`src/rtl/pwm_dac_pkg.sv`:
```
// Shared constants and types for the PWM DAC.
package pwm_dac_pkg;

    localparam int unsigned      PWM_W          = 8;
    localparam int unsigned      PWM_PERIOD     = 256;
    localparam logic [PWM_W-1:0] PWM_MIDSCALE   = 8'd127;
    localparam int unsigned      UNDERRUN_CNT_W = 16;

    typedef logic [PWM_W-1:0] pwm_word_t;

    // Last count value of a PWM period; a tick here is a period boundary.
    localparam pwm_word_t CNT_LAST = pwm_word_t'(PWM_PERIOD - 1);

endpackage

```
`src/rtl/pwm_prescaler.sv`:
```
// Divides the system clock into PWM counter ticks; tick is high every PRESCALE cycles.
module pwm_prescaler #(
    parameter int unsigned PRESCALE = 1
) (
    input  logic clk,
    input  logic rst,
    output logic tick
);

    localparam int unsigned     PS_W    = 16;
    localparam logic [PS_W-1:0] PS_LAST = PS_W'(PRESCALE - 1);

    logic [PS_W-1:0] r_count;

    // With PRESCALE=1 the count never leaves 0, so tick stays high.
    assign tick = (r_count == PS_LAST);

    always_ff @(posedge clk or negedge rst) begin
        if (!rst) begin
            r_count <= '0;
        end else if (tick) begin
            r_count <= '0;
        end else begin
            r_count <= r_count + 1'b1;
        end
    end

endmodule

```
`src/rtl/pwm_dac.sv`:
```
// 8-bit PWM DAC with a one-entry sample buffer, loaded at each 256-tick period boundary.
// Optional saturating underrun counter enabled by defining PWM_DAC_UNDERRUN_CNT_EN.
module pwm_dac
    import pwm_dac_pkg::*;
#(
    parameter int unsigned PRESCALE = 1
) (
    input  logic             clk,
    input  logic             rst,
    input  logic [PWM_W-1:0] sample_in,
    input  logic             sample_valid,
    output logic             sample_ready,
    output logic             pwm_out,
    output logic             period_start,
    output logic             underrun
`ifdef PWM_DAC_UNDERRUN_CNT_EN
    ,
    output logic [UNDERRUN_CNT_W-1:0] underrun_cnt
`endif
);

    logic      w_tick;
    logic      w_boundary;
    logic      w_xfer;
    logic      w_load;
    logic      w_starve;
    logic      w_hold_full_d;

    pwm_word_t r_cnt;
    pwm_word_t r_duty;
    pwm_word_t r_hold;
    logic      r_hold_full;
    logic      r_ready;
    logic      r_pwm;
    logic      r_period_start;
    logic      r_underrun;

    pwm_prescaler #(
        .PRESCALE(PRESCALE)
    ) u_prescaler (
        .clk (clk),
        .rst (rst),
        .tick(w_tick)
    );

    // Ready mirrors hold_full, so a load and a transfer never coincide.
    always_comb begin
        w_boundary    = w_tick && (r_cnt == CNT_LAST);
        w_xfer        = sample_valid && r_ready;
        w_load        = w_boundary && r_hold_full;
        w_starve      = w_boundary && !r_hold_full;
        w_hold_full_d = r_hold_full;
        if (w_load) begin
            w_hold_full_d = 1'b0;
        end else if (w_xfer) begin
            w_hold_full_d = 1'b1;
        end
    end

    always_ff @(posedge clk or negedge rst) begin
        if (!rst) begin
            r_cnt          <= '0;
            r_duty         <= PWM_MIDSCALE;
            r_hold         <= '0;
            r_hold_full    <= 1'b0;
            r_ready        <= 1'b1;
            r_pwm          <= 1'b0;
            r_period_start <= 1'b0;
            r_underrun     <= 1'b0;
        end else begin
            if (w_tick) begin
                r_cnt <= r_cnt + 1'b1;
            end
            if (w_xfer) begin
                r_hold <= sample_in;
            end
            if (w_load) begin
                r_duty <= r_hold;
            end
            r_hold_full    <= w_hold_full_d;
            r_ready        <= !w_hold_full_d;
            r_pwm          <= (r_cnt < r_duty);
            r_period_start <= w_boundary;
            r_underrun     <= w_starve;
        end
    end

    assign sample_ready = r_ready;
    assign pwm_out      = r_pwm;
    assign period_start = r_period_start;
    assign underrun     = r_underrun;

`ifdef PWM_DAC_UNDERRUN_CNT_EN
    logic [UNDERRUN_CNT_W-1:0] r_underrun_cnt;

    // Counts in step with the underrun pulse register; sticks at all-ones.
    always_ff @(posedge clk or negedge rst) begin
        if (!rst) begin
            r_underrun_cnt <= '0;
        end else if (w_starve && (r_underrun_cnt != '1)) begin
            r_underrun_cnt <= r_underrun_cnt + 1'b1;
        end
    end

    assign underrun_cnt = r_underrun_cnt;
`endif

endmodule

```
`config.mk`:
```
export PLATFORM = sky130hd
export DESIGN_NAME = pwm_dac
export DESIGN_NICKNAME = d
export VERILOG_FILES = /design/src/rtl/pwm_dac_pkg.sv /design/src/rtl/pwm_prescaler.sv /design/src/rtl/pwm_dac.sv
export SDC_FILE = /design/constraint.sdc
export NUM_CORES = 1
export LEC_CHECK = 0
export CAP_MARGIN = 20
export CORE_AREA = 2 2 66 114
export CTS_CLUSTER_SIZE = 24
export DETAILED_ROUTE_END_ITERATION = 7
export DIE_AREA = 0 0 68 116
export GPL_TIMING_DRIVEN = 0
export PLACE_DENSITY = 0.43
export SLEW_MARGIN = 20
export SYNTH_ARGS = -nofsm -noshare
export SYNTH_HDL_FRONTEND = slang
export SYNTH_HIERARCHICAL = 1
export SYNTH_SLANG_ARGS = --single-unit
```
`constraint.sdc`:
```
create_clock -name clk -period 5.6 [get_ports clk]
set_input_delay 0.56 -clock clk [delete_from_list [all_inputs] [get_ports clk]]
set_output_delay 0.56 -clock clk [all_outputs]
set_load 0.05 [all_outputs]
```
==> flow_metrics.py, run 1 <==
metrics = {
    "placement": {
        "gp_congestion": 0.696,
        "hpwl_um": 2980,
        "port_buffers": 14,
        "dp_slack_ns": 3.19,
        "post_dp_cell_area_um2": 2360,
    },
    "synthesis": {
        "synth-edff-count": 0,
        "synth-simple-area-share_pct": 15.1,
        "synth-seq-cells": 45,
        "synth_commonest_cells": "dfrtp_1, inv_1, xnor2_1, ha_1, xor2_1",
        "synth_top_family_by_area": "simple AND/OR/NAND/NOR gates",
        "syn_inst": 161,
        "synth_area_leaders": "dfrtp_1, dfstp_2, ha_1",
        "avgSynthCellArea_um2": 13.0,
        "synth_cell_type_count": 34,
        "synth_top_cell_by_area": "dfrtp_1",
        "synth_most_common_cell": "dfrtp_1",
        "ys_warn_count": 6,
        "synth_top_area_share_pct": 44.2,
        "synth_nets": 182,
        "synthAdderAreaFrac_pct": 5.97,
        "synthArstFlopShare_pct": 100,
        "synth-seq-area-share_pct": 54.2,
        "synth_xor_area_share_pct": 8.78,
        "muxShareOfSynthArea_pct": 10.6,
        "syn_area_um2": 2100,
        "synth_compound_area_share_pct": 2.93,
        "synth_ff_type": "dfrtp_1",
    },
    "global_routing": {
        "first_global_vias": 1368,
        "antenna_found_initial": 0,
        "grt_pass1_wl_um": 6510,
        "grt-ovfl-total": 0,
        "grt_max_degree": 29,
        "grt_usage_pct": 11.3,
    },
    "worst_hold_path": {
        "hold_class": "primary input to async pin",
    },
    "clock_tree": {
        "cts_setup_buffers": 0,
        "cts_buffers": 5,
        "hold_buffers": 0,
        "clkLatencyLatePin_ns": 0.28,
        "cts.htree.levels": 2,
        "clock_path_buffers": 2,
        "cts_root_buf": "clkbuf_16",
        "cts.sinks": 45,
        "post_cts_resized": 0,
        "cts_tree": "done",
        "path_clk_slew_ns": 0.06,
    },
    "route": {
        "route.met3.wl_um": 88,
        "via_per_inst": 4.65,
        "routed_wl_um": 3960,
        "route.vias.total": 1247,
        "wl_met1_um": 1510,
        "wire_per_inst_um": 14.8,
        "postRouteAntennaNets": 0,
        "top_layer": "met4",
        "met2_length_um": 2330,
        "dr.pass1.iters": 4,
        "drtIter0Drc": 42,
        "drc": 0,
    },
    "timing": {
        "setup-violations-final": 0,
        "setup_ws_ns": 3.18,
        "final.setup.tns_ns": 0,
        "slew_headroom_pct": 66.6,
        "final_max_slew_viol_count": 0,
        "timing.final.crit_share_pct": 43.2,
        "rsz0062_at_grt": "false",
        "hold_viol": 0,
        "max_freq_ghz": 0.414,
        "tightest_slew_ns": 0.500,
        "period_needed_ns": 2.42,
        "fin_skew_ns": 0.00423,
    },
    "finish": {
        "antennaDiodeCount": 0,
        "syn2layout_area_growth_pct": 19.0,
        "layout-drive-gt1-share_pct": 24.5,
        "nets": 204,
        "final_area_um2": 2490,
    },
    "worst_setup_path": {
        "worst_path_largest_cell_delay_ns": 0.45,
        "end_kind": "flop",
        "crit_path_cell_trace": "inv_1 > ha_1 > nor3b_1 > and4_1 > and4_4 > nand3_4 > clkinv_2 > nand2_4 > mux2_4",
        "cp_slowest_cell": "dfrtp_1",
        "worst_ep_required_time_ns": 5.76,
        "crit_fanout": 9,
        "reg2reg_from": "u_prescaler/r_count[0]$_DFF_PN0_",
        "worstPathArrival_ns": 2.58,
        "path_class": "flop to flop",
        "cp-startpoint": "u_prescaler/r_count[0]$_DFF_PN0_",
        "cp-start-kind": "flop",
    },
    "flow_run": {
        "max-cap-violations": 0,
    },
    "floorplan": {
        "start_util_pct": 30.3,
        "io_pins": 15,
        "rows": 40,
        "fp.dieW_um": 68,
        "die-height_um": 116,
        "dieArea_um2": 7890,
        "coreArea_um2": 6910,
    },
    "power": {
        "total_leakage_power_nw": 1.11,
        "power_density_nw_per_um2": 248,
        "ir_worst_vdd_mv": 0.112,
    },
    "run_status": {
        "status": "complete, no violations",
    },
}
logic make-up (layout without fill, tap and decap cells):
logic type                 count (synthesis)  after routing
xor gates and xnor gates                  21             21
DFF                                       45             45
muxes                                     17             17
adders and majority gates                 10             10
and+or+nand+nor                           46             46
buffers and inverters                     13             36
AOI/OAI and AO/OA                          9              9
worst paths after layout:
kind / to / slack (ns) / cells after the start
max: r_duty[7]$_DFFE_PN0P_ / 3.18 / 9
max in group asynchronous: r_duty[3]$_DFFE_PN1P_ / 4.80 / 2
min reg2reg: u_prescaler/r_count[15]$_DFF_PN0_ / 0.49 / 1
min in group clk: u_prescaler/r_count[15]$_DFF_PN0_ / 0.49 / 1
min: r_cnt[1]$_DFFE_PN0P_ / 0.23 / 1
max reg2reg: r_duty[7]$_DFFE_PN0P_ / 3.18 / 9
routing by layer:
| layer | up-vias | track usage [%] |
|---|---|---|
| met5 | - | 0 |
| met2 | 11 | 21.3 |
| met1 | 628 | 11.5 |
| met3 | 2 | 2.72 |
| li1 | 606 | - |
| met4 | 0 | 4.00 |
critical path: cells and delay by family, from the launching register on:
kind          cells  cell delay, ns
mux               1            0.32
buf+inv           2            0.18
fa+ha+maj         1            0.14
flops             1            0.45
simple gates      5            1.21
cell type report:
type / count / area, um^2
sequential: 45 / 1140
tap: 84 / 105
buffer: 1 / 5.00
multi-input combinational: 103 / 908
inverter: 12 / 46.3
fill: 707 / 4410
clock buffer: 6 / 129
clock inverter: 2 / 10.0
timing repair buffer: 15 / 155
through the flow:
stage	hold slack, ns	utilization [%]	power, mW	cells
2_1_floorplan	0.264	-	0.331	161
3_3_place_gp	0.456	33.9	0.344	259
3_5_place_dp	0.488	34.1	0.346	260
4_1_cts	0.238	36.1	0.631	268
5_1_grt	0.249	36.1	0.651	268
6_report	0.227	36.1	0.619	268
cell usage in the layout (no fill, tap or decap), types with 2 or more instances in the layout:
| master | n |
|---|---|
| dfstp_2 | 8 |
| inv_1 | 11 |
| nand4_1 | 6 |
| clkinv_2 | 3 |
| mux2_4 | 8 |
| nor4_1 | 3 |
| o21ai_0 | 2 |
| and3_1 | 2 |
| clkdlybuf4s50_1 | 13 |
| nor2_1 | 5 |
| mux2_2 | 9 |
| a21o_1 | 2 |
| and4_1 | 2 |
| ha_1 | 10 |
| clkbuf_16 | 5 |
| nor4_2 | 4 |
| xnor2_1 | 11 |
| dfrtp_1 | 37 |
| nor3_1 | 4 |
| xor2_1 | 10 |
| nand2_1 | 8 |
| nand3_1 | 4 |
sequential cells by signal, indices dropped and copies added, names as in the netlist:
register,cells
u_prescaler/r_count,16
r_cnt,8
r_duty,8
r_hold,8
period_start,1
pwm_out,1
r_hold_full,1
sample_ready,1
underrun,1
power by group:
part	internal (mW)	switching, mW
registers	0.325	0
clock network	0.164	0.115
logic	0.00710	0.00740
total	0.496	0.123
No activity file was read; power rests on OpenSTA's default activity.
==> run 2: changes to the inputs <==
--- a/config.mk
+++ b/config.mk
@@ -11,7 +11,7 @@
 export DETAILED_ROUTE_END_ITERATION = 7
 export DIE_AREA = 0 0 68 116
 export GPL_TIMING_DRIVEN = 0
-export PLACE_DENSITY = 0.43
+export PLACE_DENSITY = 0.45
 export SLEW_MARGIN = 20
 export SYNTH_ARGS = -nofsm -noshare
 export SYNTH_HDL_FRONTEND = slang
==> constraint.sdc (replaced) <==
create_clock -name clk -period 2.15 [get_ports clk]
set_input_delay 0.215 -clock clk [delete_from_list [all_inputs] [get_ports clk]]
set_output_delay 0.215 -clock clk [all_outputs]
set_load 0.05 [all_outputs]
==> run 2 against run 1 <==
Effect of this change: sequential share of layout area shrank 1.6 points; wire length decreased by 5.5%; register-to-register slack worse by 3.1 ns; fmax rose by 18%; clock skew up 0.0014 ns; count of clock-buffer cells in the layout up 1; global-route usage is 0.49 points lower; sequential power increased to 2.6 times the previous value; combinational power rose to 2.7 times the previous value; non-clock buffer count is 4 higher; final cell count up 1.5%; clock power rose to 3.2 times the previous value; largest cell class unchanged.
==> flow_metrics.py, run 2 (synthesis gave the netlist of run 1 again) <==
metrics = {
    "timing": {
        "fin_skew_ns": 0.00563,
        "final_max_slew_viol_count": 0,
        "slew_headroom_pct": 66.7,
        "max_freq_ghz": 0.488,
        "timing.final.crit_share_pct": 95.3,
        "hold_viol": 0,
        "setup_ws_ns": 0.102,
        "tightest_slew_ns": 0.498,
        "setup-violations-final": 0,
        "period_needed_ns": 2.05,
    },
    "clock_tree": {
        "cts_buffers": 5,
        "clkLatencyLatePin_ns": 0.28,
        "cts.htree.levels": 2,
        "cts_tree": "done",
        "path_clk_slew_ns": 0.06,
        "clock_path_buffers": 2,
        "cts.sinks": 45,
        "cts_root_buf": "clkbuf_16",
    },
    "run_status": {
        "status": "complete, no violations",
    },
    "route": {
        "route.vias.total": 1276,
        "drc": 0,
        "routed_wl_um": 3740,
        "wire_per_inst_um": 13.8,
        "dr.pass1.iters": 4,
        "via_per_inst": 4.69,
        "postRouteAntennaNets": 0,
        "drtIter0Drc": 61,
    },
    "power": {
        "power_density_nw_per_um2": 685,
        "total_leakage_power_nw": 1.16,
        "ir_worst_vdd_mv": 0.485,
    },
    "finish": {
        "final_cell_count_no_fill": 272,
        "syn2layout_area_growth_pct": 23.5,
        "largest_reg_flops": 16,
        "post-route-util_pct": 37.5,
        "antennaDiodeCount": 0,
        "nFillCells": 679,
        "layout-drive-gt1-share_pct": 27.7,
        "final_cell_mix": "dfrtp_1, clkdlybuf4s50_1, inv_1, xnor2_1",
        "final_common_cell": "dfrtp_1",
        "regMostFlops": "u_prescaler/r_count",
        "nets": 208,
    },
    "worst_setup_path": {
        "r2r_slack_ns": 0.10,
        "cp-start-kind": "flop",
        "worst_ep_required_time_ns": 2.32,
        "path_class": "flop to flop",
        "crit_fanout": 8,
        "end_kind": "flop",
        "cp_slowest_cell": "dfrtp_1",
        "cp-startpoint": "u_prescaler/r_count[6]$_DFF_PN0_",
        "worstPathArrival_ns": 2.21,
        "worst_path_largest_cell_delay_ns": 0.46,
        "worst_path_most_repeated_cell": "and4_4",
        "crit_path_cell_trace": "nor4_1 > and4_4 > and4_4 > nand3_4 > clkinv_2 > nand2_4 > mux2_4",
        "reg2reg_from": "u_prescaler/r_count[6]$_DFF_PN0_",
    },
    "placement": {
        "dp.cells": 260,
        "gp_congestion": 0.701,
        "dp_slack_ns": -0.213,
        "hpwl_um": 2650,
        "port_buffers": 14,
    },
    "floorplan": {
        "die-height_um": 116,
        "rows": 40,
        "coreArea_um2": 6910,
        "dieArea_um2": 7890,
        "start_util_pct": 30.3,
        "fp.dieW_um": 68,
        "io_pins": 15,
    },
    "flow_run": {
        "max-cap-violations": 0,
    },
    "global_routing": {
        "grt_usage_pct": 10.8,
        "grt_pass1_wl_um": 6390,
        "antenna_found_initial": 0,
        "first_global_vias": 1384,
        "grt_max_degree": 30,
        "grt-ovfl-total": 0,
    },
    "worst_hold_path": {
        "hold_class": "primary input to async pin",
    },
}
[run 2: worst max-delay path, delay by kind of cell (launching register included)]
family	cells	cell delay (ns)
AND/OR/NAND/NOR	5	1.07
buffers and inverters	1	0.09
flip-flops	1	0.46
multiplexers	1	0.32
[run 2: power by group]
| group | internal (mW) | total [mW] | switching, mW |
|---|---|---|---|
| clock | 0.581 | 0.886 | 0.306 |
| sequential | 0.848 | 0.848 | 0 |
| combinational | 0.0197 | 0.0388 | 0.0192 |
| total | 1.45 | 1.77 | 0.325 |
[run 2: what timing repair did]
action	4_1_cts	5_1_grt
buffers inserted	1	3
hold buffers	1	0
gates resized for setup	3	3
endpoints found under the setup margin	8	8
hold endpoints to repair	16	0
[run 2: path summary, 6_finish.rpt]
kind,to,cells after the start
worst min-delay path,u_prescaler/r_count[5]$_DFF_PN0_,2
worst max-delay path,r_duty[7]$_DFFE_PN0P_,7
worst max register to register,r_duty[7]$_DFFE_PN0P_,7
worst min register to register,u_prescaler/r_count[0]$_DFF_PN0_,1
max in group asynchronous,r_duty[3]$_DFFE_PN1P_,3
min in group clk,u_prescaler/r_count[0]$_DFF_PN0_,1
[run 2: per-layer routing]
metal,vias to the layer above,GRT usage (%),part of all wire [%]
li1,613,-,-
met5,-,0,0
met3,4,2.33,2.0
met4,0,4.80,1.2
met1,648,12.5,42
met2,11,18.5,54
[run 2: layout make-up]
class                   count  area, um^2  area share [%]
multi-input cells         103         931            36.0
inverters                  12        46.3            1.79
flip-flops and latches     45        1140            44.0
repair buffers             20         195            7.54
well taps                  84         105            4.06
clock inverters             1        30.0            1.16
clock buffers               7         143            5.51
[run 2: through the flow]
step	TNS, ns	hold WS [ns]	power (mW)	instance area, um^2
2_1_floorplan	0	-0.0806	0.863	2100
3_3_place_gp	-15.07	0.466	0.897	2340
3_5_place_dp	-1.40	0.180	0.902	2360
4_1_cts	0	0.430	1.81	2550
5_1_grt	-0.0102	0.442	1.84	2590
6_report	0	0.411	1.77	2590
==> run 3: changes to the inputs <==
--- a/config.mk
+++ b/config.mk
@@ -12,6 +12,7 @@
 export DIE_AREA = 0 0 68 116
 export GPL_TIMING_DRIVEN = 0
 export PLACE_DENSITY = 0.45
+export SETUP_SLACK_MARGIN = 0.2
 export SLEW_MARGIN = 20
 export SYNTH_ARGS = -nofsm -noshare
 export SYNTH_HDL_FRONTEND = slang
==> run 3 against run 2 <==
Effect of this change: count of clock-buffer cells in the layout decreased by 2; final area increased by 2.6%; clock power decreased by 1%; core utilization increased by 0.98 points; hold slack got worse by 0.046 ns; non-clock buffer count increased by 5; register-to-register slack improved by 0.12 ns; via count increased by 1.0%; sequential share of layout area decreased by 0.98 points; first-iteration DRC count increased by 1.6%; critical path type unchanged.
==> flow_metrics.py, run 3 (synthesis gave the netlist of run 1 again) <==
metrics = {
    "floorplan": {
        "die-height_um": 116,
        "rows": 40,
        "fp.dieW_um": 68,
        "coreArea_um2": 6910,
        "start_util_pct": 30.3,
        "dieArea_um2": 7890,
        "io_pins": 15,
    },
    "power": {
        "power.total_mw": 1.76,
        "ir_worst_vdd_mv": 0.336,
        "total_leakage_power_nw": 1.18,
        "clkPwrFrac_pct": 49.6,
        "p_switching_mw": 0.343,
        "pwr-share-seq_pct": 48.1,
        "p_int_mw": 1.42,
        "power_density_nw_per_um2": 663,
        "swShare_pct": 19.5,
        "combinationalPowerShare_pct": 2.2,
    },
    "timing": {
        "period_needed_ns": 1.93,
        "fin_skew_ns": 0.00713,
        "final_max_slew_viol_count": 0,
        "slew_headroom_pct": 66.4,
        "setup-violations-final": 0,
        "tightest_slew_ns": 0.502,
        "max_freq_ghz": 0.519,
        "hold_viol": 0,
        "hold_ws_ns": 0.365,
        "timing.final.crit_share_pct": 89.7,
        "rsz0062_at_grt": "true",
    },
    "route": {
        "wire_per_inst_um": 14.3,
        "dr.pass1.iters": 3,
        "route.vias.total": 1289,
        "drc": 0,
        "via_per_inst": 4.65,
        "postRouteAntennaNets": 0,
        "routed_wl_um": 3970,
        "drtIter0Drc": 62,
    },
    "worst_setup_path": {
        "worst_path_most_repeated_cell": "and4_4",
        "worstPathBufferInverterCount": 1,
        "end_kind": "flop",
        "worst_path_largest_cell_delay_ns": 0.43,
        "worstPathArrival_ns": 2.10,
        "r2r_slack_ns": 0.22,
        "path_delay_family": "simple AND/OR/NAND/NOR gates",
        "reg2reg_from": "u_prescaler/r_count[4]$_DFF_PN0_",
        "crit_path_cell_trace": "nor4_4 > and4_4 > and4_4 > nand3_4 > clkinv_4 > nand2_8 > mux2_4",
        "path_class": "flop to flop",
        "cp_slowest_cell": "dfrtp_2",
        "worst-r2r-cell-count": 7,
        "crit_fanout": 8,
        "r2r_end": "r_duty[7]$_DFFE_PN0P_",
        "worst_ep_required_time_ns": 2.32,
        "cp-start-kind": "flop",
    },
    "finish": {
        "syn2layout_area_growth_pct": 26.7,
        "regMostFlops": "u_prescaler/r_count",
        "nets": 213,
        "final_cell_count_no_fill": 277,
        "final_common_cell": "dfrtp_1",
        "nFillCells": 656,
        "layout-drive-gt1-share_pct": 32.1,
        "antennaDiodeCount": 0,
        "final_cell_mix": "dfrtp_1, clkdlybuf4s50_1, inv_1, xnor2_1",
        "final_area_um2": 2660,
        "largest_reg_flops": 16,
    },
    "clock_tree": {
        "cts.sinks": 45,
        "cts_buffers": 5,
        "cts_tree": "done",
        "path_clk_slew_ns": 0.07,
        "cts.htree.levels": 2,
        "cts_root_buf": "clkbuf_16",
        "clock_path_buffers": 2,
        "clkLatencyLatePin_ns": 0.29,
    },
    "worst_hold_path": {
        "hold_class": "primary input to async pin",
    },
    "global_routing": {
        "antenna_found_initial": 0,
        "grt_max_degree": 34,
        "first_global_vias": 1428,
        "grt-ovfl-total": 0,
        "grt_usage_pct": 11.6,
        "grt_pass1_wl_um": 6700,
    },
    "placement": {
        "port_buffers": 14,
        "post_dp_cell_area_um2": 2360,
        "hpwl_um": 2870,
        "gp_congestion": 0.712,
        "dp.cells": 260,
    },
    "flow_run": {
        "max-cap-violations": 0,
    },
    "run_status": {
        "status": "complete, no violations",
    },
}
run 3: through the flow:
stage	worst slack [ns]	util (%)	TNS, ns
floorplan	0.201	-	0
global placement	-0.382	34.0	-14.36
detailed placement	-0.113	34.2	-0.595
CTS	0.219	38.2	0
global route	0.133	38.4	0
finish	0.222	38.4	0
run 3: final cells by class:
cell class                      count  area (um^2)  area share [%]
Timing Repair Buffer               24          225            8.48
Inverter                           12         50.0            1.89
Clock buffer                        5          125            4.71
Buffer                              1         7.51           0.283
Tap cell                           84          105            3.96
Multi-Input combinational cell    103          955            36.0
Clock inverter                      3         46.3            1.74
Sequential cell                    45         1140            43.0
run 3: per-layer routing:
layer  vias to the layer above  wire, um  GRT usage [%]
met4                         0        86           5.20
met1                       648      1510           12.2
li1                        623         -              -
met3                         6        88           2.33
met2                        12      2280           21.3
met5                         -         0              0
run 3: worst max path at each step:
stage | from | end | depth (start not counted)
after floorplan | u_prescaler/r_count[2]$_DFF_PN0_ | r_duty[7]$_DFFE_PN0P_ | 8
after global placement | rst | r_hold[6]$_DFFE_PN0P_ | 1
after detailed placement | u_prescaler/r_count[2]$_DFF_PN0_ | r_duty[7]$_DFFE_PN0P_ | 8
after CTS | u_prescaler/r_count[4]$_DFF_PN0_ | r_duty[7]$_DFFE_PN0P_ | 7
after global routing | u_prescaler/r_count[4]$_DFF_PN0_ | r_cnt[7]$_DFFE_PN0P_ | 7
final | u_prescaler/r_count[4]$_DFF_PN0_ | r_duty[7]$_DFFE_PN0P_ | 7
run 3: power groups by stage:
stage,clock network (mW),logic [mW],registers (mW)
6_report,0.874,0.0391,0.847
3_5_place_dp,0,0.0395,0.863
3_3_place_gp,0,0.0352,0.863
2_1_floorplan,0,0.000164,0.863
4_1_cts,0.903,0.0412,0.847
5_1_grt,0.947,0.0443,0.847
run 3: timing repair:
action                                  CTS  global route
hold endpoints to repair                 12             0
endpoints found under the setup margin   10             9
pin swaps                                 2             0
setup buffers                             6             2
resized for setup                        11             0
hold buffers                              1             0
run 3: worst reg2reg max path, delay by kind of cell, from the launching register on:
kind                   cells  cell delay, ns
flip-flops                 1            0.43
AND/OR/NAND/NOR            5            0.98
multiplexers               1            0.31
buffers and inverters      1            0.09
